`src/rtl/traffic_pkg.sv`:
```
// Shared types for the intersection controller: phase encoding, lamp codes
// and the state-to-lamp decode used by traffic_ctrl.
package traffic_pkg;

    typedef enum logic [2:0] {
        ST_MAIN_G = 3'd0,
        ST_MAIN_Y = 3'd1,
        ST_RED1   = 3'd2,
        ST_SIDE_G = 3'd3,
        ST_SIDE_Y = 3'd4,
        ST_WALK   = 3'd5,
        ST_RED2   = 3'd6
    } state_t;

    localparam logic [2:0] LAMP_R = 3'b100;
    localparam logic [2:0] LAMP_Y = 3'b010;
    localparam logic [2:0] LAMP_G = 3'b001;

    typedef struct packed {
        logic [2:0] main_st;
        logic [2:0] side_st;
        logic       walk;
    } lamps_t;

    // Every street shows red unless the phase explicitly gives it green or yellow.
    function automatic lamps_t decode_lamps(input state_t s);
        lamps_t l;
        l.main_st = LAMP_R;
        l.side_st = LAMP_R;
        l.walk    = 1'b0;
        case (s)
            ST_MAIN_G: l.main_st = LAMP_G;
            ST_MAIN_Y: l.main_st = LAMP_Y;
            ST_SIDE_G: l.side_st = LAMP_G;
            ST_SIDE_Y: l.side_st = LAMP_Y;
            ST_WALK:   l.walk    = 1'b1;
            default:   ;
        endcase
        return l;
    endfunction

endpackage

```
`src/rtl/traffic_ctrl_tick_gen.sv`:
```
// Tick prescaler: free-running 0..TICK_DIV-1 counter producing a one-cycle
// tick on the last count; clear restarts the period.
module tick_gen #(
    parameter int TICK_DIV = 100
) (
    input  logic clock,
    input  logic reset,
    input  logic clear,
    output logic tick
);

    localparam int CW = (TICK_DIV > 1) ? $clog2(TICK_DIV) : 1;
    localparam logic [CW-1:0] LAST = CW'(TICK_DIV - 1);

    logic [CW-1:0] count;
    logic          at_last;

    assign at_last = (count == LAST);
    // NOTE: clear masks the tick so a reload never sees a tick in the same cycle.
    assign tick    = at_last && !clear;

    always_ff @(posedge clock or negedge reset) begin
        if (!reset) begin
            count <= '0;
        end else if (clear || at_last) begin
            count <= '0;
        end else begin
            count <= count + CW'(1);
        end
    end

endmodule

```
`src/rtl/traffic_ctrl.sv`:
```
// Intersection sequencer wrapped around an external countdown timer: steps the
// phase FSM on timer expiry, reloads the timer and decodes the lamps.
module traffic_ctrl
    import traffic_pkg::*;
#(
    parameter int         TICK_DIV = 100,
    parameter logic [8:0] GREEN_T  = 9'd20,
    parameter logic [8:0] YELLOW_T = 9'd4,
    parameter logic [8:0] ALLRED_T = 9'd2,
    parameter logic [8:0] SIDE_T   = 9'd12,
    parameter logic [8:0] WALK_T   = 9'd15
) (
    input  logic       clock,
    input  logic       reset,
    input  logic       timer_expired,
    input  logic       walk_req,
    input  logic       side_sensor,
    output logic       count_en,
    output logic       load,
    output logic [8:0] load_value,
    output logic [2:0] main_light,
    output logic [2:0] side_light,
    output logic       walk_light
);

    state_t state;
    logic   started;
    logic   walk_pend;
    logic   fire;
    lamps_t lamps;

    // An expiry coincident with a reload is stale: the timer has not taken the new value yet.
    assign fire = timer_expired && !load;

    tick_gen #(.TICK_DIV(TICK_DIV)) u_tick (
        .clock (clock),
        .reset (reset),
        .clear (load),
        .tick  (count_en)
    );

    always_ff @(posedge clock or negedge reset) begin
        if (!reset) begin
            state      <= ST_MAIN_G;
            started    <= 1'b0;
            walk_pend  <= 1'b0;
            load       <= 1'b0;
            load_value <= GREEN_T;
        end else begin
            started <= 1'b1;
            load    <= fire || !started;
            // NOTE: later non-blocking assignments win, so the WALK entry below overrides this update.
            walk_pend <= walk_pend || walk_req;
            if (!started) begin
                load_value <= GREEN_T;
            end
            if (fire) begin
                case (state)
                    ST_MAIN_G: begin
                        if (side_sensor || walk_pend || walk_req) begin
                            state      <= ST_MAIN_Y;
                            load_value <= YELLOW_T;
                        end else begin
                            load_value <= GREEN_T;
                        end
                    end
                    ST_MAIN_Y: begin
                        state      <= ST_RED1;
                        load_value <= ALLRED_T;
                    end
                    ST_RED1: begin
                        if (walk_pend) begin
                            state      <= ST_WALK;
                            load_value <= WALK_T;
                            walk_pend  <= walk_req;
                        end else begin
                            state      <= ST_SIDE_G;
                            load_value <= SIDE_T;
                        end
                    end
                    ST_SIDE_G: begin
                        state      <= ST_SIDE_Y;
                        load_value <= YELLOW_T;
                    end
                    ST_SIDE_Y, ST_WALK: begin
                        state      <= ST_RED2;
                        load_value <= ALLRED_T;
                    end
                    ST_RED2: begin
                        state      <= ST_MAIN_G;
                        load_value <= GREEN_T;
                    end
                    default: begin
                        state      <= ST_MAIN_G;
                        load_value <= GREEN_T;
                    end
                endcase
            end
        end
    end

    assign lamps      = decode_lamps(state);
    assign main_light = lamps.main_st;
    assign side_light = lamps.side_st;
    assign walk_light = lamps.walk;

endmodule

```
`config.mk`:
```
export PLATFORM = sky130hd
export DESIGN_NAME = traffic_ctrl
export DESIGN_NICKNAME = d
export VERILOG_FILES = /design/src/rtl/traffic_pkg.sv /design/src/rtl/traffic_ctrl_tick_gen.sv /design/src/rtl/traffic_ctrl.sv
export SDC_FILE = /design/constraint.sdc
export NUM_CORES = 1
export LEC_CHECK = 0
export BUFFER_PORTS_ARGS = -buffer_cell sky130_fd_sc_hd__buf_2
export CAP_MARGIN = 20
export CORE_MARGIN = 5
export CORE_UTILIZATION = 35
export CTS_CLUSTER_DIAMETER = 200
export DETAILED_ROUTE_END_ITERATION = 12
export GPL_TIMING_DRIVEN = 0
export SYNTH_ARGS = -nofsm -noshare
export SYNTH_HDL_FRONTEND = slang
export SYNTH_SLANG_ARGS = --single-unit
```
`constraint.sdc`:
```
create_clock -name clock -period 3.2 [get_ports clock]
set_input_delay 0.16 -clock clock [delete_from_list [all_inputs] [get_ports clock]]
set_output_delay 0.16 -clock clock [all_outputs]
set_load 0.005 [all_outputs]
```
==> results of run 1 <==
worst paths after layout:
path / to / slack (ps)
min in group asynchronous: u_tick.count[0]$_DFF_PN0_ / 320
worst max-delay path: count_en / 1500
worst min register to register: load_value[2]$_DFFE_PN1P_ / 500
worst min-delay path: walk_pend$_DFF_PN0_ / 60
worst max register to register: u_tick.count[2]$_DFF_PN0_ / 1750
max in group asynchronous: load_value[2]$_DFFE_PN1P_ / 2570
layout make-up:
| cell class | count | area, um^2 | area share (%) |
|---|---|---|---|
| multi-input cells | 65 | 377 | 34.9 |
| inverters | 4 | 15.0 | 1.39 |
| flip-flops and latches | 18 | 453 | 41.9 |
| well taps | 30 | 37.5 | 3.48 |
| repair buffers | 19 | 100 | 9.27 |
| clock buffers | 4 | 36.3 | 3.36 |
| plain buffers | 10 | 61.3 | 5.68 |
power by group:
group,leakage (nW),switching [W],internal (W),total (W)
clock network,0.0210,0.0000673,0.0000692,0.000137
registers,0.226,0.0000175,0.000265,0.000283
logic,0.273,0.000143,0.000118,0.000261
flip-flops by register name, indices dropped and copies added (netlist names):
name	count
u_tick.count	7
load_value	5
state	3
load	1
started	1
walk_pend	1
cells by family (layout without fill, tap and decap cells):
group,count (synthesis),count (layout),synth area share [%]
buffers and inverters,14,37,8.53
muxes,2,2,2.52
DFF,18,18,50.6
and+or+nand+nor,38,38,20.8
xor gates and xnor gates,3,3,2.94
other,2,5,0.839
AOI/OAI and AO/OA,16,16,12.3
adders and majority gates,1,1,1.40
per-stage QoR:
stage,instances,instance area (um^2)
final,150,1080
after CTS,150,1080
after global placement,145,1030
after global routing,150,1080
after floorplan,97,906
after detailed placement,145,1030
routing by layer:
metal / global-route usage [%] / share of wire (%) / wire [um] / up-vias
li1: - / - / - / 357
met1: 14.5 / 46 / 789 / 328
met2: 17.4 / 48 / 825 / 11
met3: 2.98 / 4.8 / 82 / 2
met4: 6.50 / 1.1 / 19 / 0
met5: 0 / 0 / 0 / -
layout by cell type, fill, tap and decap left out, drive strengths merged:
cell type / synthesis / final
buf: 6 / 24
dfrtp: 16 / 16
nor2: 12 / 12
nand2: 9 / 9
clkbuf: 4 / 8
nand3: 6 / 6
conb: 2 / 5
o21ai: 4 / 4
a21oi: 4 / 4
inv: 4 / 4
or3: 2 / 2
xor2: 2 / 2
nor3b: 2 / 2
nor3: 2 / 2
a21o: 2 / 2
mux2: 2 / 2
dfstp: 2 / 2
or4b: 1 / 1
o21bai: 1 / 1
xnor2: 1 / 1
or2: 1 / 1
nand2b: 1 / 1
nor2b: 1 / 1
o31ai: 1 / 1
or4: 1 / 1
a31oi: 1 / 1
o41ai: 1 / 1
o211ai: 1 / 1
o31a: 1 / 1
ha: 1 / 1
dlygate4sd3: 0 / 1
what timing repair did:
item,4_1_cts,5_1_grt
hold buffers,1,0
endpoints found under the hold margin,16,0
setup buffers,0,0
==> results.md, run 1 <==
- The final layout contains 127 nets.
- The length in cells of the worst reg-to-reg path is 3.
- The repair_antennas step left the layout with diodes totalling 0.
- The largest fanout on the critical path is 5.
- The worst-case setup margin in the final layout is 1500 ps.
- The total vias in the final route is 698.
- The length of the first detailed-routing pass in iterations is 4.
- Entering global routing, the biggest net connects 19 pins.
- The ratio of routed vias to standard cells is 4.65.
- The synthesized design contains 0 enable-type register cells.
- The critical path crosses 3 cells after its start point.
- The fraction of the yosys area taken by sequential cells is 50.6%.
- The number of buffers added by the clock tree synthesis step is 3.
- The die area is 3670 um^2.
- The number of register bits inferred by synthesis is 18.
- The congestion estimate from routability-driven global placement came to 0.760.
- The top-area cell type share of the netlist area is 44.8%.
- Traced cell by cell, the critical path runs through or4b_1 > nor3_1 > buf_2.
- For this configuration, the core starts out at a cell density of 36.4%.
- The count of pins over their slew limit came to 0.
- Dividing total power by cell area gives a power density of 630 nW/um^2.
- The clock drives 18 sinks.
- The number of primary I/O pins is 23.
- The number of buffer and inverter stages on the critical path is 1.
- Power comes to 0.000680 W.
- Synthesis instantiated 32 different standard cells from the library.
- The path class of the lowest-slack min-delay path is primary input to flop.
- On the critical path the largest part of the delay comes from simple AND/OR/NAND/NOR gates.
- The number of antenna violations at the first check in global routing is 0.
- The largest stage delay on the critical path is 550 ps.
- The most critical setup path has its startpoint at u_tick.count[2]$_DFF_PN0_.
- On the final layout, the worst hold slack is 64.0 ps.
- The startpoint of the lowest-slack hold path is walk_req.
- The overall fraction of global-route tracks in use is 11.4%.
- In the synthesized netlist the async set-or-reset flop fraction comes to 100%.
- Summed over all cells, the static leakage comes to 0.520 nW.
- The period utilization is 53.3%.
- The floorplan step defined a core boundary enclosing 2450 um^2.
- The max-cap violation count is 0.
- The flow ran to the end, and the final reports show no timing, DRC or antenna violations.
- The final critical-path required period is 1700 ps.
- The dominant cell type by area after synthesis is sky130_fd_sc_hd__dfrtp_1.
- By startpoint and endpoint, the worst setup path is classified as flop to output pin.
- In the post-synthesis netlist, the cell with the most instances is sky130_fd_sc_hd__dfrtp_1.
- The area growth from synthesis to layout is 20.7%.
- The mean routed wirelength per cell is 11.4 um.
- Setup violations remaining at the end of the flow were counted as 0.
- The post-synthesis average cell area is 9.52 um^2.
- Across the VDD grid, the largest voltage drop is 0.372 mV.
- After synthesis, the cell types taking the most area are sky130_fd_sc_hd__dfrtp_1, sky130_fd_sc_hd__dfstp_2, sky130_fd_sc_hd__nor2_1, sky130_fd_sc_hd__nand2_1, sky130_fd_sc_hd__nand3_1.
- After synthesis, the most frequently instantiated cells are sky130_fd_sc_hd__dfrtp_1, sky130_fd_sc_hd__nor2_1, sky130_fd_sc_hd__nand2_1.
- The total number of H-tree levels is 1.
- In the routed design, unresolved DRC markers number 0.
- The initialized floorplan defines 18 standard-cell rows.
- The required arrival time at the worst endpoint is 3040 ps.
- The worst path arrival time is 1540 ps.
- In this run the vertical extent of the chip is 60.6 um.
- The insertion delay to the later sink of the worst-skew pair is 280 ps.
- The clock-pin slew of the registers on the worst-case setup and hold paths is 100 ps.
- The kind of end point of the critical path is an output pin.
- Of the cells placed in the final design, the portion with a size suffix greater than 1 is 30.0%.
- The half-perimeter wire length after detailed placement is 1330 um.
- Setup total negative slack on the finished layout was measured at 0 ps.
- Cells fill 44.0% of the core in the end.
- The overall overflow remaining after global route is 0.
- The first routing iteration left 12 violations.
- The commonest register cell after synthesis is sky130_fd_sc_hd__dfrtp_1.
- The filler cell count is 255.
- The total of buffers placed on input and output ports is 18.
- The slowest stage of the critical path belongs to the cell sky130_fd_sc_hd__or4b_1.
- Setup repair after global routing left no endpoint under its margin.
- Counting along the longest clock path gives a buffer depth of 2.
- The cell at the root of the clock tree is sky130_fd_sc_hd__clkbuf_4.
- The type of element launching the critical path is a flop.
- The first global-routing pass estimated 3090 um of wire.
- After synthesis the cells add up to 895 um^2.
- Post-CTS repair changed the size of 0 cells.
- TritonCTS built the clock tree.
- The hold violation count in the final report is 0.
- The cell depth of the worst min-delay path is 2.
- The count of yosys warnings during synthesis is 0.
- Between clock sinks in the finished design, the worst skew comes to 0.783 ps.
- The die boundary width is 60.6 um.
- The number of global-route vias before repair came to 698.
- In this run the critical register-to-register path is launched from u_tick.count[2]$_DFF_PN0_.
- The final layout contains routed wiring with a total length of 1720 um.
- The worst setup slack before clock tree synthesis is 1750 ps.
- Static timing analysis puts the maximum clock frequency at 587 MHz.
- After technology mapping, the gate count stands at 94.
- In this run the remaining antenna-violating nets after routing total 0.
(Power assumes the default switching activity.)
==> run 2: changes to the inputs <==
==> constraint.sdc (replaced) <==
create_clock -name clock -period 1.65 [get_ports clock]
set_input_delay 0.0825 -clock clock [delete_from_list [all_inputs] [get_ports clock]]
set_output_delay 0.0825 -clock clock [all_outputs]
set_load 0.005 [all_outputs]
==> run 2 against run 1 <==
Against the previous run:
- sequential share of layout area fell by 1.5 points
- critical endpoint unchanged
- non-clock buffer count rose by 4
- flip-flop and latch count did not move
- largest power group unchanged
- cell count rose by 2.7%
- via count rose by 4.0%
- core utilization rose by 1.7 points
- clock skew barely moved
- wire length rose by 3.8%
- combinational power rose by 93%
- sequential power rose by 94%
- first-iteration DRC count rose by 17%
==> results.md, run 2 (synthesized netlist as in run 1, its figures left out) <==
- The flow ran to the end, and the final reports show no timing, DRC or antenna violations.
- Relative to the synthesized area, the layout overhead comes to 25.3%.
- The worst-case setup margin in the final layout was 77.9 ps (-1420 ps).
- The overall power is 0.00132 W (+94%).
- The path class of the tightest hold or removal check is primary input to flop.
- The length of the first detailed-routing pass in iterations is 4 (unchanged).
- The number of buffers on the longest clock path was 2 (unchanged).
- The die boundary width is 60.6 um (unchanged).
- The most frequent standard cell in the layout excluding fill and tap cells is sky130_fd_sc_hd__buf_2.
- The number of global-route vias before repair is 713 (+2.1%).
- STA classifies the critical path startpoint as a flop.
- The overall die height is 60.6 um (unchanged).
- The antenna diode count is 0 (unchanged).
- The reg-to-reg critical path startpoint is u_tick.count[4]$_DFF_PN0_.
- Counting flops per register, the top entry is u_tick.count.
- The weighted congestion reported at the end of routability-driven placement was 0.760 (unchanged).
- The final clock skew was 0.786 ps (+0.00314 ps).
- The largest fanout on the critical path was 2 (-3).
- The length in cells of the worst reg-to-reg path came to 3 (unchanged).
- The kind of end point of the critical path is an output pin.
- The max-cap violation count is 0 (unchanged).
- The half-perimeter wire length after detailed placement is 1330 um (unchanged).
- The number of antenna violations at the first check in global routing came to 0 (unchanged).
- The clock net sink count is 18 (unchanged).
- The total vias in the final route is 726 (+4.0%).
- The period utilization is 95.3%.
- The placeable core region is 2450 um^2 (unchanged).
- The final critical-path required period is 1570 ps.
- The mean routed wirelength per cell is 11.6 um (+1.1%).
- The cell depth of the worst min-delay path came to 4 (+2).
- The total of buffers placed on input and output ports is 18 (unchanged).
- The total power density per cell area is 1170 nW/um^2 (+87%).
- The aggregate routed wire length is 1780 um (+3.8%).
- The number of nets in the final layout came to 131 (+3.1%).
- The library cells used most frequently in the layout, excluding fill and tap cells, are sky130_fd_sc_hd__buf_2, sky130_fd_sc_hd__dfrtp_1, sky130_fd_sc_hd__nor2_1.
- The starting density of the core came to 36.4% (unchanged).
- The setup path with the least slack is of type flop to output pin.
- The hold violation count in the final report is 0 (unchanged).
- For this run, the top clock speed supported by timing is 636 MHz.
- The worst path arrival time is 1490 ps (-50 ps).
- The final sum of negative setup slack is 0 ps (unchanged).
- The TritonCTS clock tree is yes.
- The number of buffers added by the clock tree synthesis step was 3 (unchanged).
- The insertion delay to the later sink of the worst-skew pair was 280 ps (about the same).
- The overall overflow remaining after global route is 0 (unchanged).
- The global-route wire length before repair was 3130 um (+1.1%).
- The pin count of the biggest net entering global routing came to 19 (unchanged).
- The violation count after the first detailed-route iteration is 14 (+2).
- Tracing the worst setup path back leads to its startpoint at u_tick.count[4]$_DFF_PN0_.
- The required arrival time at the worst endpoint is 1570 ps (-1470 ps).
- The flip-flop count of the largest register, all copies and words added is 7 (unchanged).
- The worst setup slack before clock tree synthesis is 202 ps (-1550 ps).
- The largest voltage drop on the vdd net is 0.722 mV (+94%).
- The DRC violation count after routing is 0 (unchanged).
- The number of failing setup endpoints in the final timing report is 0 (unchanged).
- Clock tree synthesis selected as its root buffer the cell sky130_fd_sc_hd__clkbuf_4.
- The largest registers in the layout are u_tick.count x7, load_value x5, state x3.
- Setup repair after global routing left no endpoint under its margin.
- In this run the most critical hold path is launched from side_sensor.
- The ratio of routed vias to standard cells is 4.71 (+1.3%).
- The die area is 3670 um^2 (unchanged).
- The overall fraction of global-route tracks in use came to 11.5% (+0.13 points).
- The clock-pin slew of the registers on the worst-case setup and hold paths is 100 ps (about the same).
- The final standard cell utilization of the core came to 45.7% (+1.7 points).
- The number of primary I/O pins is 23 (unchanged).
- The total number of H-tree levels is 1 (unchanged).
- The total number of placement rows was 18 (unchanged).
- The fraction of final layout cells sized beyond drive strength 1 is 33.1% (+3.1 points).
- The remaining antenna violation count after routing is 0 (unchanged).
- The count of pins over their slew limit is 0 (unchanged).
- The cell leakage power is 0.545 nW (+4.8%).
run 2: cell count changes in the layout (fill, tap and decap cells not counted), sizes merged:
cell         change
dlygate4sd3      +1
buf              +4
clkbuf           -1
run 2: power by group:
group          total (W)  switching [W]  internal [W]
clock network   0.000265       0.000131      0.000134
logic           0.000505       0.000277      0.000227
registers       0.000548      0.0000335      0.000514
total            0.00132       0.000441      0.000876
run 2: layout make-up:
type | count | area (um^2)
multi-input cells | 65 | 382
inverters | 4 | 15.0
fillers | 253 | 1330
plain buffers | 9 | 57.6
repair buffers | 24 | 140
well taps | 30 | 37.5
flip-flops and latches | 18 | 453
clock buffers | 4 | 36.3
run 2: critical path: stages, from the launching register on:
cell	delay, ps
sky130_fd_sc_hd__dfrtp_1	390
sky130_fd_sc_hd__or4b_1	580
sky130_fd_sc_hd__nor3_2	120
sky130_fd_sc_hd__buf_2	130
run 2: path summary, 6_finish.rpt:
kind / endpoint / slack (ps)
min: load_value[4]$_DFFE_PN1P_ / 150
min reg2reg: load_value[2]$_DFFE_PN1P_ / 500
max in group asynchronous: load_value[2]$_DFFE_PN1P_ / 1100
min in group asynchronous: u_tick.count[0]$_DFF_PN0_ / 240
max: count_en / 80
max reg2reg: u_tick.count[2]$_DFF_PN0_ / 220
run 2: timing repair:
action / in CTS / in global routing
setup buffers: 2 / 2
gates resized for setup: 0 / 1
endpoints found under the hold margin: 17 / 0
setup endpoints to repair: 1 / 2
hold buffers: 2 / 0
run 2: per-layer routing:
metal / GRT usage [%] / vias up / wire [um]
met1: 14.5 / 348 / 802
met5: 0 / - / 0
li1: - / 365 / -
met2: 17.9 / 11 / 876
met4: 6.50 / 0 / 19
met3: 2.98 / 2 / 82
run 2: through the flow:
| step | instances | hold slack, ps | area (um^2) |
|---|---|---|---|
| after floorplan | 97 | -213 | 906 |
| after global placement | 145 | 33.9 | 1030 |
| after detailed placement | 145 | 33.3 | 1030 |
| after CTS | 153 | 141 | 1100 |
| after global routing | 154 | 170 | 1120 |
| final | 154 | 151 | 1120 |
==> run 3: changes to the inputs <==
--- a/config.mk
+++ b/config.mk
@@ -5,7 +5,7 @@
 export SDC_FILE = /design/constraint.sdc
 export NUM_CORES = 1
 export LEC_CHECK = 0
-export BUFFER_PORTS_ARGS = -buffer_cell sky130_fd_sc_hd__buf_2
+export BUFFER_PORTS_ARGS = -buffer_cell sky130_fd_sc_hd__buf_4
 export CAP_MARGIN = 20
 export CORE_MARGIN = 5
 export CORE_UTILIZATION = 35
==> run 3 against run 2 <==
Against the previous run:
- critical path type unchanged
- sequential power barely moved
- largest cell class unchanged
- non-clock buffer count fell by 1
- via count fell by 4.4%
- maximum frequency rose by 0.11%
- total power rose by 1.4%
==> results.md, run 3 (synthesized netlist as in run 1, its figures left out) <==
- The die boundary width is 60.6 um (unchanged).
- The number of failing setup endpoints in the final timing report came to 0 (unchanged).
- The cell leakage power is 0.543 nW (-0.33%).
- The final critical-path required period is 1570 ps (-1.73 ps).
- The final clock skew was 5.66 ps (+4.87 ps).
- The global-route wire length before repair is 2770 um (-11%).
- The clock-pin slew of the registers on the worst-case setup and hold paths is 100 ps (about the same).
- The remaining antenna violation count after routing is 0 (unchanged).
- The final sum of negative setup slack is 0 ps (unchanged).
- More flip-flops sit in one register than any other, and that register is u_tick.count.
- The largest registers in the layout are u_tick.count x7, load_value x5, state x3.
- The path class of the lowest-slack min-delay path is primary input to flop.
- The largest voltage drop on the vdd net is 0.654 mV (-9.4%).
- In the layout the commonest cells are sky130_fd_sc_hd__buf_4, sky130_fd_sc_hd__dfrtp_1, sky130_fd_sc_hd__nor2_1.
- The hold violation count in the final report is 0 (unchanged).
- The number of nets in the final layout is 130 (-0.76%).
- The number of antenna violations at the first check in global routing came to 0 (unchanged).
- The critical path goes through or4b_4 > nor3_2 > buf_4.
- The worst setup path is launched from a flop.
- The starting density of the core is 36.4% (unchanged).
- Compared with the post-synthesis result, the final layout area differs by 28.4%.
- The number of buffers on the longest clock path was 2 (unchanged).
- The slowest stage of the critical path belongs to the cell sky130_fd_sc_hd__or4b_4.
- The number of primary I/O pins is 23 (unchanged).
- The total power density per cell area is 1160 nW/um^2 (-1.1%).
- The number of global-route vias before repair is 612 (-14%).
- The number of buffers added by the clock tree synthesis step was 3 (unchanged).
- The maximum frequency from static timing analysis is 637 MHz (+0.11%).
- The critical path is of the flop to output pin type.
- The count of pins over their slew limit was 0 (unchanged).
- The max-cap violation count is 0 (unchanged).
- The placeable core region is 2450 um^2 (unchanged).
- The flip-flop count of the largest register, all copies and words added is 7 (unchanged).
- The clock net sink count came to 18 (unchanged).
- The total number of H-tree levels came to 1 (unchanged).
- The insertion delay to the later sink of the worst-skew pair is 280 ps (about the same).
- The total vias in the final route is 694 (-4.4%).
- The DRC violation count after routing came to 0 (unchanged).
- The violation count after the first detailed-route iteration came to 8 (-6).
- The worst setup path is captured at an output pin.
- The most frequent standard cell in the layout excluding fill and tap cells is sky130_fd_sc_hd__buf_4.
- The overall die height is 60.6 um (unchanged).
- The number of buffer and inverter stages on the critical path came to 1 (unchanged).
- The die area is 3670 um^2 (unchanged).
- The overall fraction of global-route tracks in use was 10.1% (-1.4 points).
- The antenna diode count is 0 (unchanged).
- Setup repair after global routing left no endpoint under its margin.
- The largest stage delay on the critical path is 560 ps (-20 ps).
- The mean routed wirelength per cell is 11.2 um (-3.4%).
- The total non-filler cell area in the finished layout is 1150 um^2 (+2.5%).
- The pin count of the biggest net entering global routing is 19 (unchanged).
- The required arrival time at the worst endpoint is 1570 ps (about the same).
- The total number of placement rows is 18 (unchanged).
- The filler cell count was 237 (-6.3%).
- The ratio of routed vias to standard cells came to 4.54 (-3.8%).
- The largest fanout on the critical path came to 3 (+1).
- The weighted congestion reported at the end of routability-driven placement is 0.750 (-1.3%).
- The aggregate routed wire length came to 1710 um (-4.0%).
- The flow ran to the end, and the final reports show no timing, DRC or antenna violations.
- The placed instance area is 1080 um^2 (+4.4%).
- The fraction of final layout cells sized beyond drive strength 1 is 31.7% (-1.4 points).
- The cell at the root of the clock tree is sky130_fd_sc_hd__clkbuf_4.
- In this design, the largest share of critical-path delay is due to simple AND/OR/NAND/NOR gates.
- The TritonCTS clock tree is yes.
- The overall overflow remaining after global route is 0 (unchanged).
- The half-perimeter wire length after detailed placement was 1250 um (-5.9%).
- The length of the first detailed-routing pass in iterations is 4 (unchanged).
- The period utilization is 95.2% (-0.11 points).
- The worst path arrival time came to 1490 ps (about the same).
- The total of buffers placed on input and output ports is 18 (unchanged).
run 3: changes by cell type in the layout (fill, tap and decap cells not counted), sizes merged:
cell,previous run,this run
buf,28,26
clkbuf,7,8
run 3: layout make-up:
class                   instances  area [um^2]  area share [%]
multi-input cells              65          385            33.6
inverters                       4         15.0            1.31
plain buffers                  10         61.3            5.34
well taps                      30         37.5            3.27
clock buffers                   4         26.3            2.29
repair buffers                 22          170            14.8
flip-flops and latches         18          453            39.4
run 3: final timing paths:
kind                                      startpoint                        end  slack, ps  cells past startpoint
setup / recovery           u_tick.count[4]$_DFF_PN0_                   count_en         80                      3
hold / removal                           side_sensor  load_value[4]$_DFFE_PN1P_        160                      4
setup reg to reg                state[0]$_DFFE_PN0P_       state[0]$_DFFE_PN0P_        240                      4
hold reg to reg            u_tick.count[0]$_DFF_PN0_  u_tick.count[0]$_DFF_PN0_        490                      1
max in group asynchronous                      reset  load_value[2]$_DFFE_PN1P_       1190                      2
min in group asynchronous                      reset  u_tick.count[5]$_DFF_PN0_        190                      2
run 3: worst register-to-register path, cell delays in order, from the launching register on:
cell and delay (ps):
sky130_fd_sc_hd__dfrtp_1 380, sky130_fd_sc_hd__buf_6 140, sky130_fd_sc_hd__or4_4 530, sky130_fd_sc_hd__o21ai_0 140
sky130_fd_sc_hd__o21ai_0 90
run 3: what timing repair did:
item,in CTS,in global routing
gates resized for setup,1,1
hold endpoints to repair,19,0
setup endpoints to repair,1,1
hold buffers,2,0
setup buffers,1,1
run 3: per-stage QoR:
step	std cells	hold WS (ps)	setup WS, ps	utilization (%)	total power, W
4_1_cts	152	155	26.6	46.3	0.00135
6_report	153	157	79.6	46.8	0.00134
3_3_place_gp	145	-37.0	218	43.9	0.00111
2_1_floorplan	97	-213	304	-	0.000890
5_1_grt	153	162	8.05	46.8	0.00144
3_5_place_dp	145	-35.7	201	43.9	0.00112
run 3: power breakdown:
| group | switching, W | internal [W] | leakage, nW | total, W |
|---|---|---|---|---|
| logic | 0.000282 | 0.000287 | 0.302 | 0.000569 |
| clock network | 0.000125 | 0.0000936 | 0.0150 | 0.000218 |
| registers | 0.0000340 | 0.000514 | 0.226 | 0.000548 |
run 3: layer usage:
metal	share of wire, %	global-route usage (%)	vias up	wire length, um
met3	3.9	2.77	2	66
met5	0	0	-	0
met2	44	14.8	9	749
met1	51	14.4	316	874
li1	-	-	367	-
met4	1.1	3.72	0	19
